**src/rtl/vga_pkg.sv**
```systemverilog
// Shared types and default 640x480@60 timing for the VGA display controller.
package vga_pkg;

  localparam int unsigned DefHActive = 640;
  localparam int unsigned DefHFp     = 16;
  localparam int unsigned DefHSync   = 96;
  localparam int unsigned DefHBp     = 48;
  localparam int unsigned DefVActive = 480;
  localparam int unsigned DefVFp     = 10;
  localparam int unsigned DefVSync   = 2;
  localparam int unsigned DefVBp     = 33;
  localparam int unsigned DefCntW    = 10;
  localparam int unsigned DefColorW  = 3;
  localparam int unsigned DefRdLat   = 1;

  typedef logic [DefCntW-1:0]   coord_t;
  typedef logic [DefColorW-1:0] color_t;

  typedef struct packed {
    logic active;
    logic hs;
    logic vs;
  } vga_flags_t;

  function automatic int unsigned vga_total(int unsigned act, int unsigned fp,
                                            int unsigned sync, int unsigned bp);
    return act + fp + sync + bp;
  endfunction

endpackage

```
**src/rtl/vga_delay_line.sv**
```systemverilog
// Parametrised shift register with synchronous reset; DEPTH=0 is a wire.
module vga_delay_line #(
  parameter int unsigned      WIDTH   = 1,
  parameter int unsigned      DEPTH   = 1,
  parameter logic [WIDTH-1:0] RST_VAL = '0
) (
  input  logic             clk_i,
  input  logic             rst_i,
  input  logic [WIDTH-1:0] d_i,
  output logic [WIDTH-1:0] d_o
);

  if (DEPTH == 0) begin : g_bypass
    logic unused_clk_rst;
    assign unused_clk_rst = clk_i ^ rst_i;
    assign d_o = d_i;
  end else begin : g_shift
    logic [WIDTH-1:0] stage_q [DEPTH];
    logic [WIDTH-1:0] stage_d [DEPTH];

    always_comb begin
      stage_d[0] = d_i;
      for (int unsigned i = 1; i < DEPTH; i++) begin
        stage_d[i] = stage_q[i-1];
      end
    end

    always_ff @(posedge clk_i) begin
      if (rst_i) begin
        for (int unsigned i = 0; i < DEPTH; i++) begin
          stage_q[i] <= RST_VAL;
        end
      end else begin
        stage_q <= stage_d;
      end
    end

    assign d_o = stage_q[DEPTH-1];
  end

endmodule

```
**src/rtl/vga_display_ctrl.sv**
```systemverilog
// VGA raster timing and pin-aligned pixel output with renderer latency compensation.
// Define VGA_TEST_PATTERN_EN to replace rgb_in with eight vertical colour bars.
module vga_display_ctrl
  import vga_pkg::*;
#(
  parameter int unsigned H_ACTIVE = DefHActive,
  parameter int unsigned H_FP     = DefHFp,
  parameter int unsigned H_SYNC   = DefHSync,
  parameter int unsigned H_BP     = DefHBp,
  parameter int unsigned V_ACTIVE = DefVActive,
  parameter int unsigned V_FP     = DefVFp,
  parameter int unsigned V_SYNC   = DefVSync,
  parameter int unsigned V_BP     = DefVBp,
  parameter logic        SYNC_POL = 1'b1,
  parameter int unsigned COLOR_W  = DefColorW,
  parameter int unsigned CNT_W    = DefCntW,
  parameter int unsigned RD_LAT   = DefRdLat
) (
  input  logic               clk,
  input  logic               rst,
  input  logic [COLOR_W-1:0] rgb_in,
  output logic [CNT_W-1:0]   x_pos,
  output logic [CNT_W-1:0]   y_pos,
  output logic               active,
  output logic               frame_start,
  output logic               line_start,
  output logic               hsync,
  output logic               vsync,
  output logic               de,
  output logic [COLOR_W-1:0] color
);

  localparam int unsigned HTotal      = vga_total(H_ACTIVE, H_FP, H_SYNC, H_BP);
  localparam int unsigned VTotal      = vga_total(V_ACTIVE, V_FP, V_SYNC, V_BP);
  localparam logic [CNT_W-1:0] HLast  = CNT_W'(HTotal - 1);
  localparam logic [CNT_W-1:0] VLast  = CNT_W'(VTotal - 1);
  localparam int unsigned HSyncStart  = H_ACTIVE + H_FP;
  localparam int unsigned HSyncEnd    = H_ACTIVE + H_FP + H_SYNC;
  localparam int unsigned VSyncStart  = V_ACTIVE + V_FP;
  localparam int unsigned VSyncEnd    = V_ACTIVE + V_FP + V_SYNC;

  logic [CNT_W-1:0] h_cnt_q, h_cnt_d;
  logic [CNT_W-1:0] v_cnt_q, v_cnt_d;
  logic [31:0]      h_wide, v_wide;

  always_comb begin
    h_cnt_d = h_cnt_q + 1'b1;
    v_cnt_d = v_cnt_q;
    if (h_cnt_q == HLast) begin
      h_cnt_d = '0;
      v_cnt_d = (v_cnt_q == VLast) ? '0 : v_cnt_q + 1'b1;
    end
  end

  always_ff @(posedge clk) begin
    if (rst) begin
      h_cnt_q <= '0;
      v_cnt_q <= '0;
    end else begin
      h_cnt_q <= h_cnt_d;
      v_cnt_q <= v_cnt_d;
    end
  end

  // Window compares are done at 32 bits so sync ends at H_TOTAL cannot overflow CNT_W.
  assign h_wide = 32'(h_cnt_q);
  assign v_wide = 32'(v_cnt_q);

  vga_flags_t flags_issue, flags_dly;

  always_comb begin
    flags_issue.active = (h_wide < H_ACTIVE) && (v_wide < V_ACTIVE);
    flags_issue.hs     = (h_wide >= HSyncStart) && (h_wide < HSyncEnd);
    flags_issue.vs     = (v_wide >= VSyncStart) && (v_wide < VSyncEnd);
  end

  assign x_pos       = h_cnt_q;
  assign y_pos       = v_cnt_q;
  assign active      = flags_issue.active;
  assign line_start  = (h_cnt_q == '0);
  assign frame_start = (h_cnt_q == '0) && (v_cnt_q == '0);

  vga_delay_line #(
    .WIDTH  ($bits(vga_flags_t)),
    .DEPTH  (RD_LAT),
    .RST_VAL('0)
  ) u_flag_dly (
    .clk_i(clk),
    .rst_i(rst),
    .d_i  (flags_issue),
    .d_o  (flags_dly)
  );

  logic [COLOR_W-1:0] pix_src;

`ifdef VGA_TEST_PATTERN_EN
  logic [COLOR_W-1:0] bar_issue;
  logic               unused_rgb;

  assign bar_issue  = COLOR_W'((h_wide * 32'd8) / H_ACTIVE);
  assign unused_rgb = ^rgb_in;

  vga_delay_line #(
    .WIDTH  (COLOR_W),
    .DEPTH  (RD_LAT),
    .RST_VAL('0)
  ) u_bar_dly (
    .clk_i(clk),
    .rst_i(rst),
    .d_i  (bar_issue),
    .d_o  (pix_src)
  );
`else
  assign pix_src = rgb_in;
`endif

  logic               de_q, de_d;
  logic               hsync_q, hsync_d;
  logic               vsync_q, vsync_d;
  logic [COLOR_W-1:0] color_q, color_d;

  always_comb begin
    de_d    = flags_dly.active;
    color_d = flags_dly.active ? pix_src : '0;
    hsync_d = flags_dly.hs ? SYNC_POL : ~SYNC_POL;
    vsync_d = flags_dly.vs ? SYNC_POL : ~SYNC_POL;
  end

  always_ff @(posedge clk) begin
    if (rst) begin
      de_q    <= 1'b0;
      color_q <= '0;
      hsync_q <= ~SYNC_POL;
      vsync_q <= ~SYNC_POL;
    end else begin
      de_q    <= de_d;
      color_q <= color_d;
      hsync_q <= hsync_d;
      vsync_q <= vsync_d;
    end
  end

  assign de    = de_q;
  assign color = color_q;
  assign hsync = hsync_q;
  assign vsync = vsync_q;

endmodule

```
**config.mk**
```make
export PLATFORM = sky130hd
export DESIGN_NAME = vga_display_ctrl
export DESIGN_NICKNAME = d
export VERILOG_FILES = /design/src/rtl/vga_pkg.sv /design/src/rtl/vga_delay_line.sv /design/src/rtl/vga_display_ctrl.sv
export SDC_FILE = /design/constraint.sdc
export NUM_CORES = 1
export LEC_CHECK = 0
export CORE_ASPECT_RATIO = 0.7
export CORE_MARGIN = 5
export CORE_UTILIZATION = 43
export CTS_CLUSTER_DIAMETER = 120
export CTS_CLUSTER_SIZE = 40
export DETAILED_ROUTE_END_ITERATION = 12
export PLACE_DENSITY = 0.74
export SYNTH_ARGS = -nofsm -noshare
export SYNTH_HDL_FRONTEND = slang
export SYNTH_SLANG_ARGS = --single-unit
```
**constraint.sdc**
```tcl
create_clock -name clk -period 1.99 [get_ports clk]
set_clock_uncertainty 0.1 [all_clocks]
set_input_delay 0.597 -clock clk [delete_from_list [all_inputs] [get_ports clk]]
set_output_delay 0.597 -clock clk [all_outputs]
set_load 0.02 [all_outputs]
```
==> flow_summary_export.csv, run 1 <==
group,metric,value,unit
finish,nNetsFinal,224,
synthesis,synth_ff_type,"dfxtp_1",
global_routing,grt_pass1_vias,1426,
timing,hold_ws,0.338,ns
pwr,power_leakage,0.000917,uW
place,dp.cells,245,
synthesis,synthCells,148,
timing,timing.slew.headroom,0.732,
detailed_routing,finalWirelength,4.05,mm
place,post-place-ws,-0.494,ns
die,die_area,0.00440,mm^2
timing,maxSlewViolCount,0,
place,place_hpwl,3.11,mm
pwr,ir_worst_vdd,0.331,mV
critical_path,cpLargestDelayFamily,"simple AND/OR/NAND/NOR gates",
critical_path,cp_common_cell,"and4_4",
die,dieHeight,57.0,um
clock_network,cts-root-buf,"clkbuf_8",
synthesis,netlist.area_leader.share,0.428,
critical_path,worstSetupEndpointType,"primary output",
die,start_util,0.440,
timing,tightest_slew,0.398,ns
clock_network,clock_latency,0.29,ns
pwr,power.density,599,mW/mm^2
synthesis,netlist_area,0.00136,mm^2
clock_network,clk_pin_slew,0.06,ns
synthesis,synth_cell_types,33,
clock_network,tritoncts,"built",
synthesis,ys_ff_latch,29,
critical_path,critical-path-max-stage-delay,0.34,ns
synthesis,synth_top_area_cell,"dfxtp_1",
global_routing,overflow,0,
detailed_routing,drc,0,
critical_path,critPathArrivalTime,1.50,ns
detailed_routing,drt-initial-drc-count,55,
detailed_routing,vias,1342,
critical_path,path_cells,"or2_4, nor3_2, and4_4, and4_4, buf_6",
die,fp-row-count,17,
critical_path,slowest_stage,"dfxtp_4",
timing,setup_viol,3,
synthesis,ys.warnings.count,0,
synthesis,synth.area.top_cells,"dfxtp_1, xnor2_1, nor2_1, ha_1, nand3_1",
global_routing,grt_antenna_before_repair,0,
synthesis,syn_area_per_cell,9.16,um^2
critical_path,crit_fanout,2,
detailed_routing,vias_per_cell,5.28,
finish,area_delta_synth_final,52.6,%
timing,max_freq,0.454,GHz
synthesis,synth_edf_count,0,
job,drv_cap,0,
place,io_buffers,33,
detailed_routing,routedWlPerCell,15.9,um
die,die_w,77.1,um
finish,drive_gt1_frac,0.306,
critical_path,crit_buf_inv,1,
global_routing,track_usage,0.194,
synthesis,ys_seq_area_frac,0.428,
worst_hold_path,hold_depth,1,
timing,min_period,2.20,ns
detailed_routing,final_antenna_net_count,0,
clock_network,numClockSinks,29,
worst_hold_path,min_path_type,"reg -> reg",
critical_path,start_kind,"flop",
place,place_congestion,0.958,
clock_network,cts_buffers,5,
global_routing,grt_pass1_wl,6.67,mm
timing,fin_ws,-0.211,ns
finish,finalNonFillerCells,254,
finish,diodes,0,
synthesis,syn_nets,157,
finish,layout_common_cells,"buf_4, dfxtp_1, nor2_1, dlygate4sd2_1, clkdlybuf4s50_1",
synthesis,async_reset_ff_frac,0,
status,status,"finished with violations",
critical_path,required,1.29,ns
timing,finalHoldViolCount,0,
timing,fin_crit_sh,1.11,
finish,layout_commonest_cell,"buf_4",
status,failed_checks,"setup timing",
timing,rsz0062_at_grt,"yes",
detailed_routing,first_pass_iters,4,
critical_path,cp_num_cells,5,
die,core_area,0.00308,mm^2
critical_path,rr_worst_depth,6,
critical_path,critPathKind,"reg -> out",
die,io_pins,34,
clock_network,cts_max_path_buffers,2,
clock_network,htreeDepth,2,
global_routing,grt_max_degree,14,
-- where the power goes --
part | switching (uW) | total [uW] | leakage (uW) | internal, uW
Sequential | 4.19 | 593 | 0.000238 | 589
Combinational | 55.3 | 111 | 0.000625 | 55.5
Clock | 224 | 535 | 0.0000542 | 312
Total | 283 | 1240 | 0.000917 | 956
-- worst paths after layout --
path | slack (ns) | startpoint | end
worst max-delay path | -0.21 | x_pos[8]$_SDFF_PP0_ | frame_start
worst min-delay path | 0.34 | u_flag_dly.d_o[1]$_SDFF_PP0_ | hsync$_SDFF_PP0_
worst max register to register | 0.03 | x_pos[6]$_SDFF_PP0_ | y_pos[8]$_SDFFE_PP0N_
worst min register to register | 0.34 | u_flag_dly.d_o[1]$_SDFF_PP0_ | hsync$_SDFF_PP0_
-- logic make-up after synthesis --
logic type,share of synthesized area
DFF,0.428
muxes,0.0148
adders and majority gates,0.0369
buffers and inverters,0.0452
xor gates and xnor gates,0.0904
AOI/OAI and AO/OA,0.0452
and+or+nand+nor,0.339
-- area by class of cell --
| type | instances | area [um^2] |
|---|---|---|
| clock inverter | 1 | 5.00 |
| timing repair buffer | 66 | 551 |
| clock buffer | 7 | 96.3 |
| tap | 38 | 47.5 |
| fill | 248 | 1010 |
| inverter | 6 | 22.5 |
| multi-input combinational | 107 | 758 |
| sequential | 29 | 589 |
-- registers in the layout, indices dropped and copies added (netlist names) --
name            count
color               3
hsync               1
de                  1
x_pos              10
y_pos              10
vsync               1
u_flag_dly.d_o      3
-- what timing repair did --
action / 4_1_cts / 5_1_grt
gates resized for setup: 39 / 7
endpoints found under the setup margin: 24 / 9
setup buffers: 0 / 1
cloned: 0 / 0
hold buffers: 0 / 0
pin swaps: 1 / 6
-- cells in the mapped netlist, types with 3 or more instances --
master and instances:
nor2b_1 5, and2_1 3, dfxtp_1 29, xor2_1 5, nand3_1 9, and3_1 3, a21oi_1 5, nor4_1 7
xnor2_1 9, clkbuf_1 3, nor2_1 20, nor3_1 7, nand2_1 8, ha_1 4, inv_1 6, and4_1 3
-- routing by layer --
metal	vias to the layer above	GRT usage	part of all wire
met3	9	0.0536	0.063
li1	643	-	-
met5	-	0	0
met2	53	0.309	0.48
met4	0	0.105	0.027
met1	637	0.238	0.43
-- metrics by stage --
stage                      util  power [uW]  instance area, um^2  setup TNS [ns]
after floorplan               -         660                 1370         -0.0304
after global placement    0.632         717                 1950           -1.20
after detailed placement  0.632         721                 1950           -1.22
after CTS                 0.659        1250                 2030          -0.414
after global routing      0.671        1290                 2070          -0.578
final                     0.671        1240                 2070          -0.388
-- worst register-to-register path, cell delays in order (launching register included) --
cell     delay [ns]
dfxtp_2        0.32
buf_4          0.15
or3b_4         0.44
buf_4          0.16
nor4_4         0.37
mux2i_1        0.24
nor3_1         0.07
(Power assumes the default switching activity.)
==> run 2, diff against run 1 <==
--- a/config.mk
+++ b/config.mk
@@ -5,12 +5,14 @@
 export SDC_FILE = /design/constraint.sdc
 export NUM_CORES = 1
 export LEC_CHECK = 0
+export CAP_MARGIN = 20
 export CORE_ASPECT_RATIO = 0.7
 export CORE_MARGIN = 5
 export CORE_UTILIZATION = 43
 export CTS_CLUSTER_DIAMETER = 120
 export CTS_CLUSTER_SIZE = 40
 export DETAILED_ROUTE_END_ITERATION = 12
+export GPL_TIMING_DRIVEN = 0
 export PLACE_DENSITY = 0.74
 export SYNTH_ARGS = -nofsm -noshare
 export SYNTH_HDL_FRONTEND = slang
==> flow_summary_export.csv, run 2 (synthesis results as in run 1) <==
group,metric,value,unit
timing,finalHoldViolCount,0,
timing,tightest_slew,0.512,ns
global_routing,grtUsageMet2,0.233,
die,fp-row-count,17,
clock_network,clock_latency,0.27,ns
clock_network,numClockSinks,29,
timing,min_period,2.20,ns
pwr,p_clk_frac,0.399,
worst_hold_path,hp-start,"u_flag_dly.d_o[0]$_SDFF_PP0_",
detailed_routing,drc,0,
place,io_buffers,33,
critical_path,reg2reg_to,"x_pos[9]$_SDFF_PP0_",
critical_path,cp_common_cell,"and4_4",
pwr,ir_worst_vdd,0.392,mV
finish,area_delta_synth_final,40.4,%
critical_path,critPathKind,"reg -> out",
die,core_area,0.00308,mm^2
pwr,comb_power_share,0.082,
global_routing,track_usage,0.156,
job,drv_cap,0,
detailed_routing,final_antenna_net_count,0,
critical_path,crit_fanout,5,
critical_path,required,1.29,ns
finish,layout_common_cells,"nor2_1, dfxtp_1, clkdlybuf4s50_1",
die,die_area,0.00440,mm^2
status,status,"finished with violations",
detailed_routing,drt-initial-drc-count,70,
critical_path,cp-startpoint,"x_pos[8]$_SDFF_PP0_",
pwr,switchingPower,273,uW
pwr,pwr-share-seq,0.519,
global_routing,grt_pass1_vias,1119,
timing,max_freq,0.455,GHz
pwr,power.density,603,mW/mm^2
place,place_congestion,0.897,
pwr,swShare,0.238,
critical_path,critical-path-max-stage-delay,0.36,ns
detailed_routing,finalWirelength,3.36,mm
finish,nNetsFinal,200,
timing,rsz0062_at_grt,"yes",
finish,drive_gt1_frac,0.234,
clock_network,htreeDepth,2,
die,io_pins,34,
clock_network,cts_max_path_buffers,2,
global_routing,grt_util_met1,0.214,
die,dieHeight,57.0,um
critical_path,worstSetupEndpointType,"primary output",
global_routing,grt_max_degree,11,
global_routing,grt_use_met3,0.0489,
detailed_routing,first_pass_iters,4,
detailed_routing,vias,1219,
detailed_routing,vias_per_cell,5.30,
clock_network,cts-root-buf,"clkbuf_8",
place,place_hpwl,2.42,mm
global_routing,overflow,0,
worst_hold_path,hold_end,"vsync$_SDFF_PP0_",
clock_network,tritoncts,"built",
critical_path,rr_worst_depth,5,
timing,fin_crit_sh,1.11,
clock_network,cts_buffers,5,
global_routing,busiest_layer,"met2",
timing,fin_ws,-0.210,ns
finish,fillers,253,
critical_path,path_cells,"or2_4, nor3_2, and4_4, and4_4, buf_6",
timing,setup_viol,3,
worst_hold_path,hold_depth,1,
die,die_w,77.1,um
die,start_util,0.440,
critical_path,critPathArrivalTime,1.50,ns
pwr,p_int,875,uW
finish,diodes,0,
finish,fin_util,0.617,
critical_path,timing.rr.start,"x_pos[6]$_SDFF_PP0_",
status,failed_checks,"setup timing",
pwr,p_total,1150,uW
worst_hold_path,min_path_type,"reg -> reg",
critical_path,slowest_stage,"dfxtp_4",
global_routing,grt_antenna_before_repair,0,
timing,maxSlewViolCount,0,
critical_path,start_kind,"flop",
timing,timing.slew.headroom,0.659,
place,post-place-ws,-0.518,ns
critical_path,rrSetupSlack,0.07,ns
pwr,power_leakage,0.000760,uW
global_routing,grt_pass1_wl,5.49,mm
clock_network,clk_pin_slew,0.06,ns
detailed_routing,routedWlPerCell,14.6,um
run 2: cell count changes in the layout (fill, tap and decap cells not counted), sizes merged:
cell,previous run,this run
dlymetal6s2s,0,1
buf,36,9
clkinv,1,2
clkdlybuf4s50,10,15
dlygate4sd2,20,14
inv,6,7
clkbuf,7,8
run 2: timing repair:
item	in CTS	in global routing
setup buffers	2	2
pin swaps	3	5
gates resized for setup	37	15
hold buffers	0	0
endpoints found under the setup margin	25	18
run 2: power groups by stage:
stage | clock network (uW) | registers, uW | logic (uW)
6_report | 458 | 596 | 93.6
5_1_grt | 500 | 598 | 99.9
4_1_cts | 472 | 596 | 95.1
3_5_place_dp | 0 | 610 | 97.1
3_3_place_gp | 0 | 610 | 95.2
2_1_floorplan | 0 | 620 | 40.5
run 2: worst max-delay path: cells and delay by family (launching register included):
kind,cells,cell delay (ns)
AND/OR/NAND/NOR,4,0.76
flip-flops,1,0.36
buffers and inverters,1,0.11
run 2: worst max path at each step:
stage,end,cells after the start
floorplan,frame_start,4
CTS,frame_start,5
global placement,frame_start,5
finish,frame_start,5
global route,frame_start,5
detailed placement,frame_start,5
run 2: area by class of cell:
class | instances | area, um^2 | share of cell area
Inverter | 6 | 22.5 | 0.0118
Buffer | 5 | 32.5 | 0.0171
Clock buffer | 5 | 68.8 | 0.0361
Tap cell | 38 | 47.5 | 0.0250
Multi-Input combinational cell | 107 | 777 | 0.408
Timing Repair Buffer | 37 | 343 | 0.180
Clock inverter | 3 | 16.3 | 0.00854
Sequential cell | 29 | 597 | 0.313
run 2: through the flow:
stage / hold WS (ns) / std cells / instance area, um^2 / setup TNS, ns
2_1_floorplan: 0.314 / 148 / 1370 / -0.0304
3_3_place_gp: 0.317 / 219 / 1750 / -1.51
3_5_place_dp: 0.326 / 219 / 1750 / -1.78
4_1_cts: 0.341 / 228 / 1850 / -0.486
5_1_grt: 0.361 / 230 / 1900 / -0.555
6_report: 0.339 / 230 / 1900 / -0.395
run 2: metal layers:
layer	up-vias	share of wire
met5	-	0
met2	56	0.46
met3	6	0.091
met1	561	0.44
li1	596	-
met4	0	0.0062
==> run 3, diff against run 2 <==
--- a/config.mk
+++ b/config.mk
@@ -6,7 +6,7 @@
 export NUM_CORES = 1
 export LEC_CHECK = 0
 export CAP_MARGIN = 20
-export CORE_ASPECT_RATIO = 0.7
+export CORE_ASPECT_RATIO = 0.6
 export CORE_MARGIN = 5
 export CORE_UTILIZATION = 43
 export CTS_CLUSTER_DIAMETER = 120
==> flow_summary_export.csv, run 3 (synthesis results as in run 1) <==
group,metric,value,unit
timing,hold_ws,0.340,ns
worst_hold_path,hold_depth,1,
timing,timing.slew.headroom,0.679,
finish,layout_common_cells,"nor2_1, dfxtp_1, dlygate4sd2_1",
timing,max_freq,0.441,GHz
die,dieHeight,53.5,um
die,core_area,0.00295,mm^2
timing,fin_crit_sh,1.14,
finish,drive_gt1_frac,0.264,
place,place_hpwl,2.39,mm
place,io_buffers,33,
finish,diodes,0,
global_routing,grt_max_degree,11,
die,die_w,82.5,um
clock_network,tritoncts,"built",
clock_network,cts-root-buf,"clkbuf_8",
critical_path,reg2reg_to,"y_pos[9]$_SDFFE_PP0N_",
critical_path,cp_common_cell,"and4_4",
pwr,ir_worst_vdd,0.384,mV
die,start_util,0.460,
finish,nNetsFinal,201,
timing,setup_tns,-0.587,ns
worst_hold_path,min_path_type,"reg -> reg",
critical_path,rr_worst_depth,5,
detailed_routing,finalWirelength,3.44,mm
timing,tightest_slew,0.481,ns
global_routing,overflow,0,
critical_path,required,1.29,ns
global_routing,track_usage,0.172,
detailed_routing,drc,0,
critical_path,worstSetupEndpointType,"primary output",
clock_network,htreeDepth,2,
pwr,power_leakage,0.000786,uW
critical_path,slowest_stage,"dfxtp_4",
global_routing,grt_pass1_vias,1165,
timing,rsz0062_at_grt,"yes",
critical_path,start_kind,"flop",
die,fp-row-count,15,
status,failed_checks,"setup timing",
detailed_routing,drt-initial-drc-count,59,
worst_hold_path,hp-start,"u_flag_dly.d_o[0]$_SDFF_PP0_",
timing,setup_viol,3,
critical_path,crit_fanout,2,
finish,layout_commonest_cell,"nor2_1",
die,io_pins,34,
die,die_area,0.00441,mm^2
pwr,power.density,628,mW/mm^2
timing,min_period,2.27,ns
job,drv_cap,0,
critical_path,critPathArrivalTime,1.57,ns
detailed_routing,vias_per_cell,5.26,
critical_path,rrSetupSlack,0.07,ns
critical_path,critical-path-max-stage-delay,0.34,ns
clock_network,cts_max_path_buffers,2,
place,place_congestion,0.829,
timing,fin_ws,-0.280,ns
clock_network,clock_latency,0.29,ns
worst_hold_path,hold_end,"vsync$_SDFF_PP0_",
clock_network,cts_buffers,5,
global_routing,grt_pass1_wl,5.41,mm
status,status,"finished with violations",
detailed_routing,routedWlPerCell,14.6,um
critical_path,critPathKind,"reg -> out",
clock_network,numClockSinks,29,
global_routing,grt_antenna_before_repair,0,
finish,area_delta_synth_final,45.4,%
timing,maxSlewViolCount,0,
detailed_routing,vias,1235,
timing,finalHoldViolCount,0,
clock_network,clk_pin_slew,0.06,ns
detailed_routing,first_pass_iters,4,
critical_path,timing.rr.start,"x_pos[8]$_SDFF_PP0_",
critical_path,path_cells,"or2_4, nor3_4, and4_4, and4_4, buf_6",
detailed_routing,final_antenna_net_count,0,
[run 3: power by group]
part / switching [uW] / internal [uW] / leakage [uW] / total, uW
registers: 10.6 / 588 / 0.000241 / 598
logic: 49.0 / 54.5 / 0.000491 / 103
clock network: 224 / 312 / 0.0000542 / 536
[run 3: worst max-delay path by stage]
stage / start / end / slack [ns] / cells after the start
3_5_place_dp: x_pos[8]$_SDFF_PP0_ / frame_start / -0.56 / 5
4_1_cts: x_pos[8]$_SDFF_PP0_ / frame_start / -0.25 / 5
6_report: x_pos[8]$_SDFF_PP0_ / frame_start / -0.28 / 5
5_1_grt: x_pos[8]$_SDFF_PP0_ / frame_start / -0.32 / 5
3_3_place_gp: x_pos[8]$_SDFF_PP0_ / frame_start / -0.53 / 5
2_1_floorplan: x_pos[8]$_SDFF_PP0_ / frame_start / -0.02 / 4
[run 3: timing repair]
item / in CTS / in global routing
hold endpoints to repair: 0 / 0
endpoints found under the setup margin: 26 / 8
hold buffers: 0 / 0
pin swaps: 3 / 5
gates cloned: 0 / 0
buffers inserted: 5 / 1
gates resized for setup: 53 / 10
[run 3: final cells by class]
type | instances | area (um^2)
Fill cell | 233 | 975
Sequential cell | 29 | 598
Multi-Input combinational cell | 107 | 810
Tap cell | 42 | 52.6
Inverter | 6 | 22.5
Timing Repair Buffer | 38 | 355
Clock inverter | 1 | 5.00
Clock buffer | 7 | 96.3
Buffer | 5 | 32.5
[run 3: routing by layer]
metal / vias to the layer above / track usage / routed length (um)
met1: 576 / 0.216 / 1520
met2: 48 / 0.263 / 1530
met3: 11 / 0.0578 / 306
met4: 0 / 0.0870 / 81
met5: - / 0 / 0
li1: 600 / - / -
[run 3: worst max-delay path: cells and delay by family (launching register included)]
| kind | cells | cell delay (ns) |
|---|---|---|
| flip-flops | 1 | 0.34 |
| buffers and inverters | 1 | 0.12 |
| AND/OR/NAND/NOR | 4 | 0.82 |
[run 3: per-stage QoR]
step	cells	worst slack (ns)	utilization	cell area (um^2)	total power, uW
after floorplan	148	-0.0168	-	1370	660
after global placement	223	-0.530	0.595	1750	705
after detailed placement	223	-0.556	0.595	1750	706
after CTS	235	-0.254	0.658	1940	1240
after global routing	235	-0.318	0.669	1970	1280
final	235	-0.280	0.669	1970	1240
